## src/rtl/bit_serial_adder_pkg.sv

```systemverilog
// Shared definitions for the bit-serial adder: controller state encoding and
// the bit-counter width helper.
package bit_serial_adder_pkg;

    typedef enum logic [1:0] {
        ST_IDLE  = 2'd0,
        ST_SHIFT = 2'd1,
        ST_DONE  = 2'd2
    } state_t;

    // Counter width is clog2(width), never less than one bit.
    function automatic int cnt_w_f(input int width);
        if (width <= 32'sd2) begin
            return 32'sd1;
        end else begin
            return $clog2(width);
        end
    endfunction

endpackage

```

## src/rtl/bit_serial_adder_fa.sv

```systemverilog
// Full-adder cell that also exposes the bit propagate, so the controller can
// build the group propagate alongside the sum.
module fa_p_cell (
    input  logic a,
    input  logic b,
    input  logic cin,
    output logic s,
    output logic p,
    output logic cout
);

    assign p    = a ^ b;
    assign s    = p ^ cin;
    assign cout = (a & b) | (p & cin);

endmodule

```

## src/rtl/bit_serial_adder.sv

```systemverilog
// Bit-serial WIDTH-bit adder: streams operands LSB-first through one fa_p_cell
// under a start/done handshake and holds sum, carry-out and group propagate.
module bit_serial_adder
    import bit_serial_adder_pkg::*;
#(
    parameter int WIDTH = 8
) (
    input  logic             clk,
    input  logic             rst_n,
    input  logic             start,
    input  logic [WIDTH-1:0] a,
    input  logic [WIDTH-1:0] b,
    input  logic             cin,
    output logic             busy,
    output logic             done,
    output logic [WIDTH-1:0] sum,
    output logic             cout,
    output logic             p_all
);

    localparam int             CNT_W    = cnt_w_f(WIDTH);
    localparam logic [CNT_W-1:0] CNT_LAST = CNT_W'(WIDTH - 1);
    localparam logic [CNT_W-1:0] CNT_ONE  = CNT_W'(1);

    state_t           state_r, state_nx_s;
    logic             load_s, last_s;
    logic [WIDTH-1:0] a_r, b_r, work_r, work_nx_s, sum_r;
    logic [CNT_W-1:0] cnt_r;
    logic             carry_r, p_acc_r, cout_r, p_all_r, busy_r, done_r;
    logic             s_s, p_s, c_s;

    fa_p_cell u_cell (
        .a   (a_r[0]),
        .b   (b_r[0]),
        .cin (carry_r),
        .s   (s_s),
        .p   (p_s),
        .cout(c_s)
    );

    // New sum bit enters at the MSB so the LSB ends up at bit 0 after WIDTH shifts.
    generate
        if (WIDTH == 1) begin : g_work_1
            assign work_nx_s = s_s;
        end else begin : g_work_n
            assign work_nx_s = {s_s, work_r[WIDTH-1:1]};
        end
    endgenerate

    assign last_s = (state_r == ST_SHIFT) && (cnt_r == CNT_LAST);

    // Next-state decode; a start is only accepted in IDLE or DONE.
    always_comb begin
        state_nx_s = state_r;
        load_s     = 1'b0;
        case (state_r)
            ST_IDLE: begin
                if (start) begin
                    state_nx_s = ST_SHIFT;
                    load_s     = 1'b1;
                end else begin
                    state_nx_s = ST_IDLE;
                end
            end
            ST_SHIFT: begin
                if (last_s) begin
                    state_nx_s = ST_DONE;
                end else begin
                    state_nx_s = ST_SHIFT;
                end
            end
            ST_DONE: begin
                if (start) begin
                    state_nx_s = ST_SHIFT;
                    load_s     = 1'b1;
                end else begin
                    state_nx_s = ST_IDLE;
                end
            end
            default: begin
                state_nx_s = ST_IDLE;
            end
        endcase
    end

    // State register with busy/done registered from the next state.
    always_ff @(posedge clk or negedge rst_n) begin
        if (!rst_n) begin
            state_r <= ST_IDLE;
            busy_r  <= 1'b0;
            done_r  <= 1'b0;
        end else begin
            state_r <= state_nx_s;
            busy_r  <= (state_nx_s == ST_SHIFT);
            done_r  <= (state_nx_s == ST_DONE);
        end
    end

    // Operand shift registers, carry, propagate accumulator and bit counter.
    always_ff @(posedge clk or negedge rst_n) begin
        if (!rst_n) begin
            a_r     <= '0;
            b_r     <= '0;
            work_r  <= '0;
            cnt_r   <= '0;
            carry_r <= 1'b0;
            p_acc_r <= 1'b0;
        end else if (load_s) begin
            a_r     <= a;
            b_r     <= b;
            work_r  <= '0;
            cnt_r   <= '0;
            carry_r <= cin;
            p_acc_r <= 1'b1;
        end else if (state_r == ST_SHIFT) begin
            a_r     <= a_r >> 1'b1;
            b_r     <= b_r >> 1'b1;
            work_r  <= work_nx_s;
            cnt_r   <= cnt_r + CNT_ONE;
            carry_r <= c_s;
            p_acc_r <= p_acc_r & p_s;
        end else begin
            a_r     <= a_r;
            b_r     <= b_r;
            work_r  <= work_r;
            cnt_r   <= cnt_r;
            carry_r <= carry_r;
            p_acc_r <= p_acc_r;
        end
    end

    // Result registers update only on the final SHIFT edge and hold otherwise.
    always_ff @(posedge clk or negedge rst_n) begin
        if (!rst_n) begin
            sum_r   <= '0;
            cout_r  <= 1'b0;
            p_all_r <= 1'b0;
        end else if (last_s) begin
            sum_r   <= work_nx_s;
            cout_r  <= c_s;
            p_all_r <= p_acc_r & p_s;
        end else begin
            sum_r   <= sum_r;
            cout_r  <= cout_r;
            p_all_r <= p_all_r;
        end
    end

    assign busy  = busy_r;
    assign done  = done_r;
    assign sum   = sum_r;
    assign cout  = cout_r;
    assign p_all = p_all_r;

endmodule

```

## config.mk

```make
export PLATFORM = sky130hd
export DESIGN_NAME = bit_serial_adder
export DESIGN_NICKNAME = d
export VERILOG_FILES = /design/src/rtl/bit_serial_adder_pkg.sv /design/src/rtl/bit_serial_adder_fa.sv /design/src/rtl/bit_serial_adder.sv
export SDC_FILE = /design/constraint.sdc
export NUM_CORES = 1
export LEC_CHECK = 0
export CAP_MARGIN = 20
export CELL_PAD_IN_SITES_DETAIL_PLACEMENT = 1
export CELL_PAD_IN_SITES_GLOBAL_PLACEMENT = 1
export CORE_UTILIZATION = 39
export DETAILED_ROUTE_END_ITERATION = 12
export DONT_BUFFER_PORTS = 1
export PLACE_DENSITY = 0.73
export SYNTH_ARGS = -nofsm -noshare
export SYNTH_HDL_FRONTEND = slang
export SYNTH_SLANG_ARGS = --single-unit
```

## constraint.sdc

```tcl
create_clock -name clk -period 1.77 [get_ports clk]
set_input_delay 0.531 -clock clk [delete_from_list [all_inputs] [get_ports clk]]
set_output_delay 0.531 -clock clk [all_outputs]
set_load 0.02 [all_outputs]
```

Word-level counts from Yosys, hierarchy flattened:

Cells that the tools add are included.

* add/subtract/negate cells: 1
* eq/ne operators: 5
* multiplexer cells: 17
* bitwise operators: 6
* reductions and logical operators: 4

Operators with widths (count)
* $mux 8: 6
* $mux 1: 7
* $mux 3: 2
* $eq 2x1->1 const B: 2
* $eq 2x2->1 const B: 2
* $pmux 2 s2: 1
* $add 3x1->3 const B: 1
* $and 1x1->1: 3
* $eq 3x3->1 const B: 1
* $logic_not 2->1: 1
* $mux 2: 1
* $reduce_bool 2->1: 1
* $reduce_or 2->1: 1
* $xor 1x1->1: 2
* $logic_and 1x1->1: 1
* $or 1x1->1: 1

* register bits after elaboration: 43
* input bits: 20
* output and inout bits: 12
* logic and storage cells: 45

Logic depth before layout (Yosys ltp):

* depth after elaboration: 5
* depth in mapped cells: 6
* gate-level depth less buffers: 5

Hierarchy:

From an unflattened synthesis, not the netlist that was laid out.

* cell total of the unflattened synthesis: 149
* area total of the unflattened synthesis: 2098.3 µm²

Modules (own cells, without submodules)
* bit_serial_adder: instances 1, cells an instance 147, area each 2065.7 µm², seq. area each 1051.0 µm²
* fa_p_cell: instances 1, cells an instance 2, area each 32.5 µm², seq. area each 0.0 µm²

Worst setup path after synthesis:

No wires, ideal clock.

* kind: reg2reg
* start point: register carry_r
* end point: register work_r[7]
* library setup time: 0.121 ns
* arrival time: 1.344 ns
* required time: 1.649 ns
* path slack: 0.305 ns
* stages on the path, launching flop included: 4
* buffers on the path: 0
* period minus slack after synthesis: 1.465 ns
* cells stage by stage: dfrtp_1 > fa_1 > mux2_2 > a22o_1

* word-level cells in the longest chain between the ends: 3

Ends and longest elaborated chain
* start: declaration: RTL line bit_serial_adder.sv:29 `logic carry_r, p_acc_r, cout_r, p_all_r, busy_r, done_r;`
* start signal: assignment: RTL line bit_serial_adder.sv:113 `carry_r <= cin;`
* start signal: assignment: RTL line bit_serial_adder.sv:120 `carry_r <= c_s;`
* start signal: assignment: RTL line bit_serial_adder.sv:127 `carry_r <= carry_r;`
* $xor 1x1->1: RTL line bit_serial_adder_fa.sv:13 `assign s = p ^ cin;`
* named net s_s: RTL line bit_serial_adder.sv:30 `logic s_s, p_s, c_s;`
* $mux 8: RTL line bit_serial_adder.sv:115 `end else if (state_r == ST_SHIFT) begin`
* $mux 8: RTL line bit_serial_adder.sv:108 `end else if (load_s) begin`
* end signal: assignment: RTL line bit_serial_adder.sv:118 `work_r <= work_nx_s;`
* end signal: assignment: RTL line bit_serial_adder.sv:125 `work_r <= work_r;`
* end: declaration: RTL line bit_serial_adder.sv:27 `logic [WIDTH-1:0] a_r, b_r, work_r, work_nx_s, sum_r;`

The timed path passes the listed nets, and every way through them passes these cells. The select of a mux whose other input is x is not followed.
A chain may end at the register's enable or synchronous reset.

Worst setup path in the final report:

* start point: register cnt_r[0]
* end point: register sum_r[0], in the netlist sum[0]

* word-level cells in the longest chain between the ends: 2

Ends and longest elaborated chain
* start: declaration: RTL line bit_serial_adder.sv:28 `logic [CNT_W-1:0] cnt_r;`
* start signal: assignment: RTL line bit_serial_adder.sv:119 `cnt_r <= cnt_r + CNT_ONE;`
* start signal: assignment: RTL line bit_serial_adder.sv:126 `cnt_r <= cnt_r;`
* $eq 3x3->1: RTL line bit_serial_adder.sv:50 `assign last_s = (state_r == ST_SHIFT) && (cnt_r == CNT_LAST);`
* $logic_and 1x1->1: RTL line bit_serial_adder.sv:50
* end signal: assignment: RTL line bit_serial_adder.sv:139 `sum_r <= work_nx_s;`
* end signal: assignment: RTL line bit_serial_adder.sv:143 `sum_r <= sum_r;`
* end: declaration: RTL line bit_serial_adder.sv:27

Every way passes these cells.

==> flow_summary.yaml <==
status:
  status: "completed"
finish:
  instances_no_fill: 222
  final_nets: 175
  diodes: 0
  drive_gt1_share_pct: 21.1
  final_cell_mix: "48 x mux2i_1, 42 x dfrtp_1, 10 x a22o_1"
  fin_area_um2: 2280
  final_common_cell: "mux2i_1"
  syn_to_final_growth_pct: 8.19
cts:
  clk_pin_slew_worst_paths_ns: 0.07
  cts_root_buf: "clkbuf_8"
  h-tree-depth: 2
  cts_repair_resize_count: 0
  tritoncts: "yes"
  postCtsHoldBufs: 1
  numCtsBuffers: 5
  post-cts-setup-buffer-count: 0
  insertion_delay_ns: 0.28
  clk_path_buf_depth: 2
  cts_sinks: 42
route:
  drt_iter0_markers: 36
  routed_via_density: 5.15
  vias: 1143
  wl_per_cell_um: 17.0
  finalWirelength_um: 3780
  drt_first_pass_iters: 3
  ant_nets: 0
  drc: 0
worst_setup_path:
  end_kind: "flop"
  crit_type: "reg -> reg"
  crit_fanout: 11
  cp.required_ns: 1.94
  path_cells: "ha_1 > ha_1 > nand3b_4 > mux2_2"
  cp_common_cell: "ha_1"
  crit_path_start_kind: "flop"
  startpoint: "cnt_r[0]"
  reg2reg_from: "cnt_r[0]"
  cpMaxStageDelayCell: "dfrtp_1"
  arrival_ns: 1.75
  slowest_delay_ns: 0.42
placement:
  gp_congestion: 0.740
  place_inst: 213
  postPlaceCellArea_um2: 2150
  io_buffers: 0
  hpwl_um: 2600
pwr:
  ir_worst_vdd_uv: 606
  power_mw: 3.73
  p_per_area_nw_per_um2: 1630
  leakage_nw: 1.13
floorplanning:
  start_util_pct: 41.0
  std_cell_rows: 26
  core-area_um2: 5140
  ios: 32
  die_area_um2: 5700
  die_width_um: 75.5
  die_h_um: 75.5
timing:
  worstMarginPinSlew_ns: 0.424
  holdWs_ns: 0.0876
  period_needed_ns: 1.58
  fmax_mhz: 634
  drv_slew: 0
  skew_ns: 0.00414
  setup_viol: 0
  max-slew-margin-rel_pct: 71.7
  period_share_pct: 89.1
  final.setup.tns_ns: 0
  rsz0062_at_grt: "no"
  hold_violations: 0
global_route:
  top_usage_layer: "met2"
  met3_usage_pct: 4.76
  met1_usage_pct: 18.0
  grt_max_degree: 43
  grt_pass1_wl_um: 6380
  antenna_found_initial: 0
  grt_pass1_vias: 1268
  grt_usage_pct: 15.5
  use_met2_pct: 27.3
  overflow: 0
synth:
  synth-seq-cells: 42
  syn_nets: 173
  synth_area_um2: 2110
  ys_types: 22
  yosys_warnings: 0
  synthCells: 149
  synth-seq-area-share_pct: 49.9
  avgSynthCellArea_um2: 14.1
flow_run:
  cap_violations: 0
min_path:
  hold_class: "in -> async"
==> sequential cells by signal, summed over array words and instances, names as in the netlist <==
| signal | cells |
|---|---|
| p_acc_r | 1 |
| busy | 1 |
| cout | 1 |
| a_r | 8 |
| carry_r | 1 |
| b_r | 8 |
| p_all | 1 |
| work_r | 7 |
| sum | 8 |
| done | 1 |
| cnt_r | 3 |
| state_r | 2 |
==> path summary, 6_finish.rpt <==
path	to	slack (ns)	cells past startpoint
min in group clk	busy	0.40	1
max	sum[0]	0.19	4
min reg2reg	cnt_r[2]	0.54	1
min	cnt_r[0]	0.09	1
max in group asynchronous	carry_r	1.48	1
max reg2reg	sum[0]	0.19	4
==> report_power, final <==
| part | internal [mW] | switching, mW | leakage, nW |
|---|---|---|---|
| registers | 1.34 | 0.481 | 0.540 |
| logic | 0.728 | 0.484 | 0.537 |
| clock network | 0.394 | 0.303 | 0.0575 |
==> cell usage after synthesis, drive strengths merged <==
cell type,count,area share [%]
a22o,10,4.2
nand3,2,0.48
a21oi,1,0.24
buf,9,4.0
clkbuf,1,0.18
inv,3,0.53
o21ai,3,0.71
fa,1,0.95
xnor2,1,0.42
nand2,1,0.18
ha,3,1.8
nand3b,1,0.95
mux2,20,12
nor2,3,0.65
mux2i,48,23
dfrtp,42,50
==> metrics by stage <==
stage | utilization (%) | setup WS, ns
after floorplan | - | 0.305
after global placement | 41.8 | 0.286
after detailed placement | 41.8 | 0.209
after CTS | 44.4 | 0.188
after global routing | 44.4 | 0.147
final | 44.4 | 0.193
==> worst max-delay path, delay by kind of cell (launching register included) <==
kind	cells	cell delay (ns)
flip-flops	1	0.42
multiplexers	1	0.36
adder cells (fa/ha/maj)	2	0.46
AND/OR/NAND/NOR	1	0.22
==> logic make-up after synthesis <==
| family | synth area share [%] |
|---|---|
| flops | 49.9 |
| mux | 34.9 |
| compound gates | 5.11 |
| buf+inv | 4.69 |
| xor+xnor | 0.416 |
| simple gates | 2.26 |
| fa+ha+maj | 2.73 |
==> area by class of cell <==
| class | count | area, um2 |
|---|---|---|
| Sequential cell | 42 | 1050 |
| Fill cell | 548 | 2860 |
| Clock buffer | 8 | 110 |
| Inverter | 3 | 11.3 |
| Timing Repair Buffer | 5 | 62.6 |
| Multi-Input combinational cell | 94 | 957 |
| Tap cell | 70 | 87.6 |
==> layer usage <==
metal | wire, um | part of all wire, %
met1 | 1510 | 40
met2 | 2080 | 55
met3 | 181 | 4.8
met4 | 8 | 0.21
met5 | 0 | 0
(Power assumes the default switching activity.)
